File: src/rtl/mult_div_pkg.sv
// Shared definitions for the shift-add multiplier and the shift-subtract divider.
package mult_div_pkg;

    localparam int unsigned DEFAULT_N = 4;

    typedef enum logic [1:0] {
        S_IDLE = 2'd0,
        S_RUN  = 2'd1,
        S_DONE = 2'd2
    } state_t;

endpackage

File: src/rtl/div_datapath.sv
// Restoring-division datapath: partial remainder A, quotient/dividend shift
// register Q and divisor D. One compare-subtract step per step strobe.
module div_datapath
    import mult_div_pkg::*;
#(
    parameter int unsigned N = DEFAULT_N
) (
    input  logic         clk,
    input  logic         rst_n,
    input  logic         load,
    input  logic         load_dvz,
    input  logic         step,
    input  logic [N-1:0] dividend,
    input  logic [N-1:0] divisor,
    output logic [N-1:0] quotient,
    output logic [N-1:0] remainder
);

    // A only ever holds a value below D once loaded, so N bits suffice;
    // the extra compare bit lives in the shifted trial value t.
    logic [N-1:0] a_q, a_d;
    logic [N-1:0] q_q, q_d;
    logic [N-1:0] d_q, d_d;
    logic [N:0]   t;
    logic         ge;

    // Next-state for load, divide-by-zero preset and one restoring step.
    always_comb begin
        t   = {a_q, q_q[N-1]};
        ge  = (t >= {1'b0, d_q});
        a_d = a_q;
        q_d = q_q;
        d_d = d_q;
        if (load) begin
            a_d = '0;
            q_d = dividend;
            d_d = divisor;
        end else if (load_dvz) begin
            a_d = dividend;
            q_d = '1;
            d_d = divisor;
        end else if (step) begin
            a_d = ge ? N'(t - {1'b0, d_q}) : t[N-1:0];
            q_d = {q_q[N-2:0], ge};
        end
    end

    // Datapath registers, cleared asynchronously.
    always_ff @(posedge clk or negedge rst_n) begin
        if (!rst_n) begin
            a_q <= '0;
            q_q <= '0;
            d_q <= '0;
        end else begin
            a_q <= a_d;
            q_q <= q_d;
            d_q <= d_d;
        end
    end

    assign quotient  = q_q;
    assign remainder = a_q;

endmodule

File: src/rtl/shift_sub_divider.sv
// Unsigned restoring divider, one quotient bit per clock, with the
// st/idle/done handshake shared with the shift-add multiplier.
module shift_sub_divider
    import mult_div_pkg::*;
#(
    parameter int unsigned N = DEFAULT_N
) (
    input  logic         clk,
    input  logic         rst_n,
    input  logic         st,
    input  logic [N-1:0] dividend,
    input  logic [N-1:0] divisor,
    output logic         idle,
    output logic         done,
    output logic         dvz,
    output logic [N-1:0] quotient,
    output logic [N-1:0] remainder
);

    localparam int unsigned CW = (N > 1) ? $clog2(N) : 1;

    state_t        state_q, state_d;
    logic [CW-1:0] cnt_q, cnt_d;
    logic          dvz_q, dvz_d;
    logic          load, load_dvz, step;

    // Control FSM next state, bit counter and datapath strobes.
    always_comb begin
        state_d  = state_q;
        cnt_d    = cnt_q;
        dvz_d    = dvz_q;
        load     = 1'b0;
        load_dvz = 1'b0;
        step     = 1'b0;
        case (state_q)
            S_IDLE: begin
                if (st) begin
                    if (divisor == '0) begin
                        load_dvz = 1'b1;
                        dvz_d    = 1'b1;
                        state_d  = S_DONE;
                    end else begin
                        load    = 1'b1;
                        cnt_d   = '0;
                        dvz_d   = 1'b0;
                        state_d = S_RUN;
                    end
                end
            end
            S_RUN: begin
                step  = 1'b1;
                cnt_d = cnt_q + 1'b1;
                if (cnt_q == CW'(N - 1)) begin
                    state_d = S_DONE;
                end
            end
            S_DONE: begin
                state_d = S_IDLE;
            end
            default: begin
                state_d = S_IDLE;
            end
        endcase
    end

    // State, counter and divide-by-zero flag registers.
    always_ff @(posedge clk or negedge rst_n) begin
        if (!rst_n) begin
            state_q <= S_IDLE;
            cnt_q   <= '0;
            dvz_q   <= 1'b0;
        end else begin
            state_q <= state_d;
            cnt_q   <= cnt_d;
            dvz_q   <= dvz_d;
        end
    end

    div_datapath #(
        .N(N)
    ) u_datapath (
        .clk       (clk),
        .rst_n     (rst_n),
        .load      (load),
        .load_dvz  (load_dvz),
        .step      (step),
        .dividend  (dividend),
        .divisor   (divisor),
        .quotient  (quotient),
        .remainder (remainder)
    );

    assign idle = (state_q == S_IDLE);
    assign done = (state_q == S_DONE);
    assign dvz  = dvz_q;

endmodule

File: config.mk
export PLATFORM = sky130hd
export DESIGN_NAME = shift_sub_divider
export DESIGN_NICKNAME = d
export VERILOG_FILES = /design/src/rtl/mult_div_pkg.sv /design/src/rtl/div_datapath.sv /design/src/rtl/shift_sub_divider.sv
export SDC_FILE = /design/constraint.sdc
export NUM_CORES = 1
export LEC_CHECK = 0
export CAP_MARGIN = 20
export CORE_MARGIN = 2
export CORE_UTILIZATION = 26
export CTS_BUF_LIST = sky130_fd_sc_hd__clkbuf_4 sky130_fd_sc_hd__clkbuf_8 sky130_fd_sc_hd__clkbuf_16
export CTS_CLUSTER_DIAMETER = 50
export DETAILED_ROUTE_END_ITERATION = 10
export GPL_ROUTABILITY_DRIVEN = 0
export HOLD_SLACK_MARGIN = 0.06
export PLACE_DENSITY_LB_ADDON = 0.2
export SYNTH_ARGS = -nofsm -noshare
export SYNTH_HDL_FRONTEND = slang
export SYNTH_SLANG_ARGS = --single-unit
File: constraint.sdc
create_clock -name clk -period 2.4 [get_ports clk]
set_input_delay 0.6 -clock clk [delete_from_list [all_inputs] [get_ports clk]]
set_output_delay 0.6 -clock clk [all_outputs]
set_load 0.01 [all_outputs]
==> reports/qor.yml, run 1 <==
outcome:
  status: "completed"
clock_tree:
  cts_inserted_buffers: 3
  cts_max_level: 1
  clk_latency_ps: 250
  clkTransAtPathRegs_ps: 70
  postCtsSetupRepairBufs: 0
  clk_path_buf_depth: 2
  cts-root-buf: "clkbuf_8"
  cts_tree: "built"
  cts-hold-fix-buffers: 0
  cts_resized: 0
  clock_sinks: 17
critical_path:
  arrival_ps: 1550
  crit_type: "register to primary output"
  worstSetupStartpointType: "register"
  endpoint_kind: "primary output"
  crit_fanout: 8
  required_ps: 1800
synth:
  syn_avg_cell_area_sq_um: 10.2
  synth_seq_area_share_pct: 43.2
  synthTopCellsByArea: "dfrtp_1 (43%), ha_1 (6.4%), o21ai_1 (4.1%)"
  syn-num-nets: 114
  synth_edf_count: 0
  yosysWarnings: 0
  synthCells: 97
  syn_area_sq_um: 985
  netlist.top_cell.by_area: "dfrtp_1"
  ys_seq_elements: 17
  synth_top_flop_cell: "dfrtp_1"
  yosysMostFrequentCell: "dfrtp_1"
  yosysUniqueCellTypes: 38
  post-synth-top-area-fraction_pct: 43.2
  ys_async_sr_fraction_pct: 100
  ys_top_cells_by_count: "dfrtp_1 (17), nand2_1 (10), inv_1 (9)"
min_path:
  hold_class: "register to register"
detailed_routing:
  viasPerCell: 4.87
  drtAntennaViolNets: 0
  drt_wl_total_um: 2230
  vias: 833
  drtIter0Drc: 44
  drc: 0
  wl_per_cell_um: 13.0
  drt_pass1_iterations: 4
timing:
  fmax_ghz: 0.464
  slew_headroom_pct: 67.8
  setup-violations-final: 0
  setup_tns_ps: 0
  setup_ws_ps: 245
  final_hold_viol_count: 0
  fin_skew_ps: 3.80
  rsz0062_at_grt: "false"
  worst_pin_slew_ps: 480
  final-max-slew-violation-count: 0
  post-route-period-util_pct: 89.8
  period_needed_ps: 2150
floorplan:
  start_util_pct: 26.9
  core_area_sq_um: 3660
  die_x_um: 65.5
  dieArea_sq_um: 4300
  die_h_um: 65.5
  pin_count: 22
  rows: 22
global_route:
  grt_first_pass_wirelength_um: 3820
  grt_pass1_vias: 822
  grt_remaining_overflow: 0
  antenna_found_initial: 0
  grt_max_degree: 18
  grtUsageTotal_pct: 11.8
pwr:
  ir_worst_vdd_v: 0.000281
  p_leak_nw: 0.579
  powerDensity_nw_per_um2: 1430
cells_and_area:
  syn_to_final_growth_pct: 33.5
  diodes: 0
  multi_input_area_sq_um: 522
  finalNetCount: 141
  regArea_sq_um: 425
  layout-drive-gt1-share_pct: 13.0
  fillerInstances: 371
placed_design:
  port_buffers: 21
  dp.final_hpwl_um: 1760
  dp_slack_ps: 248
run:
  cap_violations: 0
critical path: stages (launching register included):
cell and delay (ps):
dfrtp_1 470, nor2_2 250, clkdlybuf4s50_1 580
per-stage QoR:
stage / util [%] / hold WS, ps / std cells / power, W / area (sq um)
2_1_floorplan: - / 304 / 97 / 0.00129 / 985
3_3_place_gp: 34.6 / 470 / 167 / 0.00165 / 1270
3_5_place_dp: 34.6 / 474 / 167 / 0.00167 / 1270
4_1_cts: 35.9 / 494 / 171 / 0.00191 / 1320
5_1_grt: 35.9 / 510 / 171 / 0.00206 / 1320
6_report: 35.9 / 493 / 171 / 0.00189 / 1320
per-layer routing:
metal  part of all wire [%]  up-vias  GRT usage (%)  wire length, um
met5                      0        -              0                0
li1                       -      407              -                -
met2                     49       21           19.8             1090
met1                     45      401           14.3             1010
met3                    3.9        4           2.91               86
met4                    1.6        0           5.47               36
cell type report:
| class | count | area share (%) |
|---|---|---|
| clock buffer | 4 | 3.71 |
| inverter | 9 | 2.57 |
| multi-input combinational | 70 | 39.7 |
| sequential | 17 | 32.4 |
| tap | 48 | 4.57 |
| timing repair buffer | 23 | 17.1 |
cells by family after synthesis:
family,share of synthesized area [%]
AOI/OAI and AO/OA,21.3
and+or+nand+nor,16.6
DFF,43.2
buffers and inverters,3.81
muxes,6.61
adders and majority gates,8.39
final timing paths:
check,startpoint,to,slack (ps),depth (start not counted)
min,cnt_q[0],cnt_q[0],490,1
max reg2reg,u_datapath.remainder[1],u_datapath.remainder[1],630,6
min in group asynchronous,rst_n,u_datapath.quotient[2],680,2
min reg2reg,cnt_q[0],cnt_q[0],490,1
max in group asynchronous,rst_n,u_datapath.d_q[0],1530,2
max,state_q[0],idle,250,2
layout by cell type (no fill, tap or decap), types with 3 or more instances in the layout:
master / instances
clkdlybuf4s50_1: 21
dfrtp_1: 17
nand2_1: 10
inv_1: 9
o21ai_1: 8
ha_1: 5
a21oi_1: 4
o22ai_1: 3
nor3_1: 3
clkbuf_8: 3
sequential cells by signal, indices dropped and copies added, names as in the netlist:
| register | cells |
|---|---|
| u_datapath.quotient | 4 |
| u_datapath.d_q | 4 |
| state_q | 2 |
| dvz | 1 |
| cnt_q | 2 |
| u_datapath.remainder | 4 |
power by group:
| group | internal, W | total, W | switching (W) |
|---|---|---|---|
| combinational | 0.000543 | 0.00109 | 0.000546 |
| clock | 0.000129 | 0.000231 | 0.000102 |
| sequential | 0.000430 | 0.000566 | 0.000136 |
| total | 0.00110 | 0.00189 | 0.000784 |
Power figures use the tool's default switching activity.
==> run 2: changes to the inputs <==
CAP_MARGIN = default   (was 20)
==> results of run 2 <==
Final layout, timing and power as in run 1 (identical DEF).
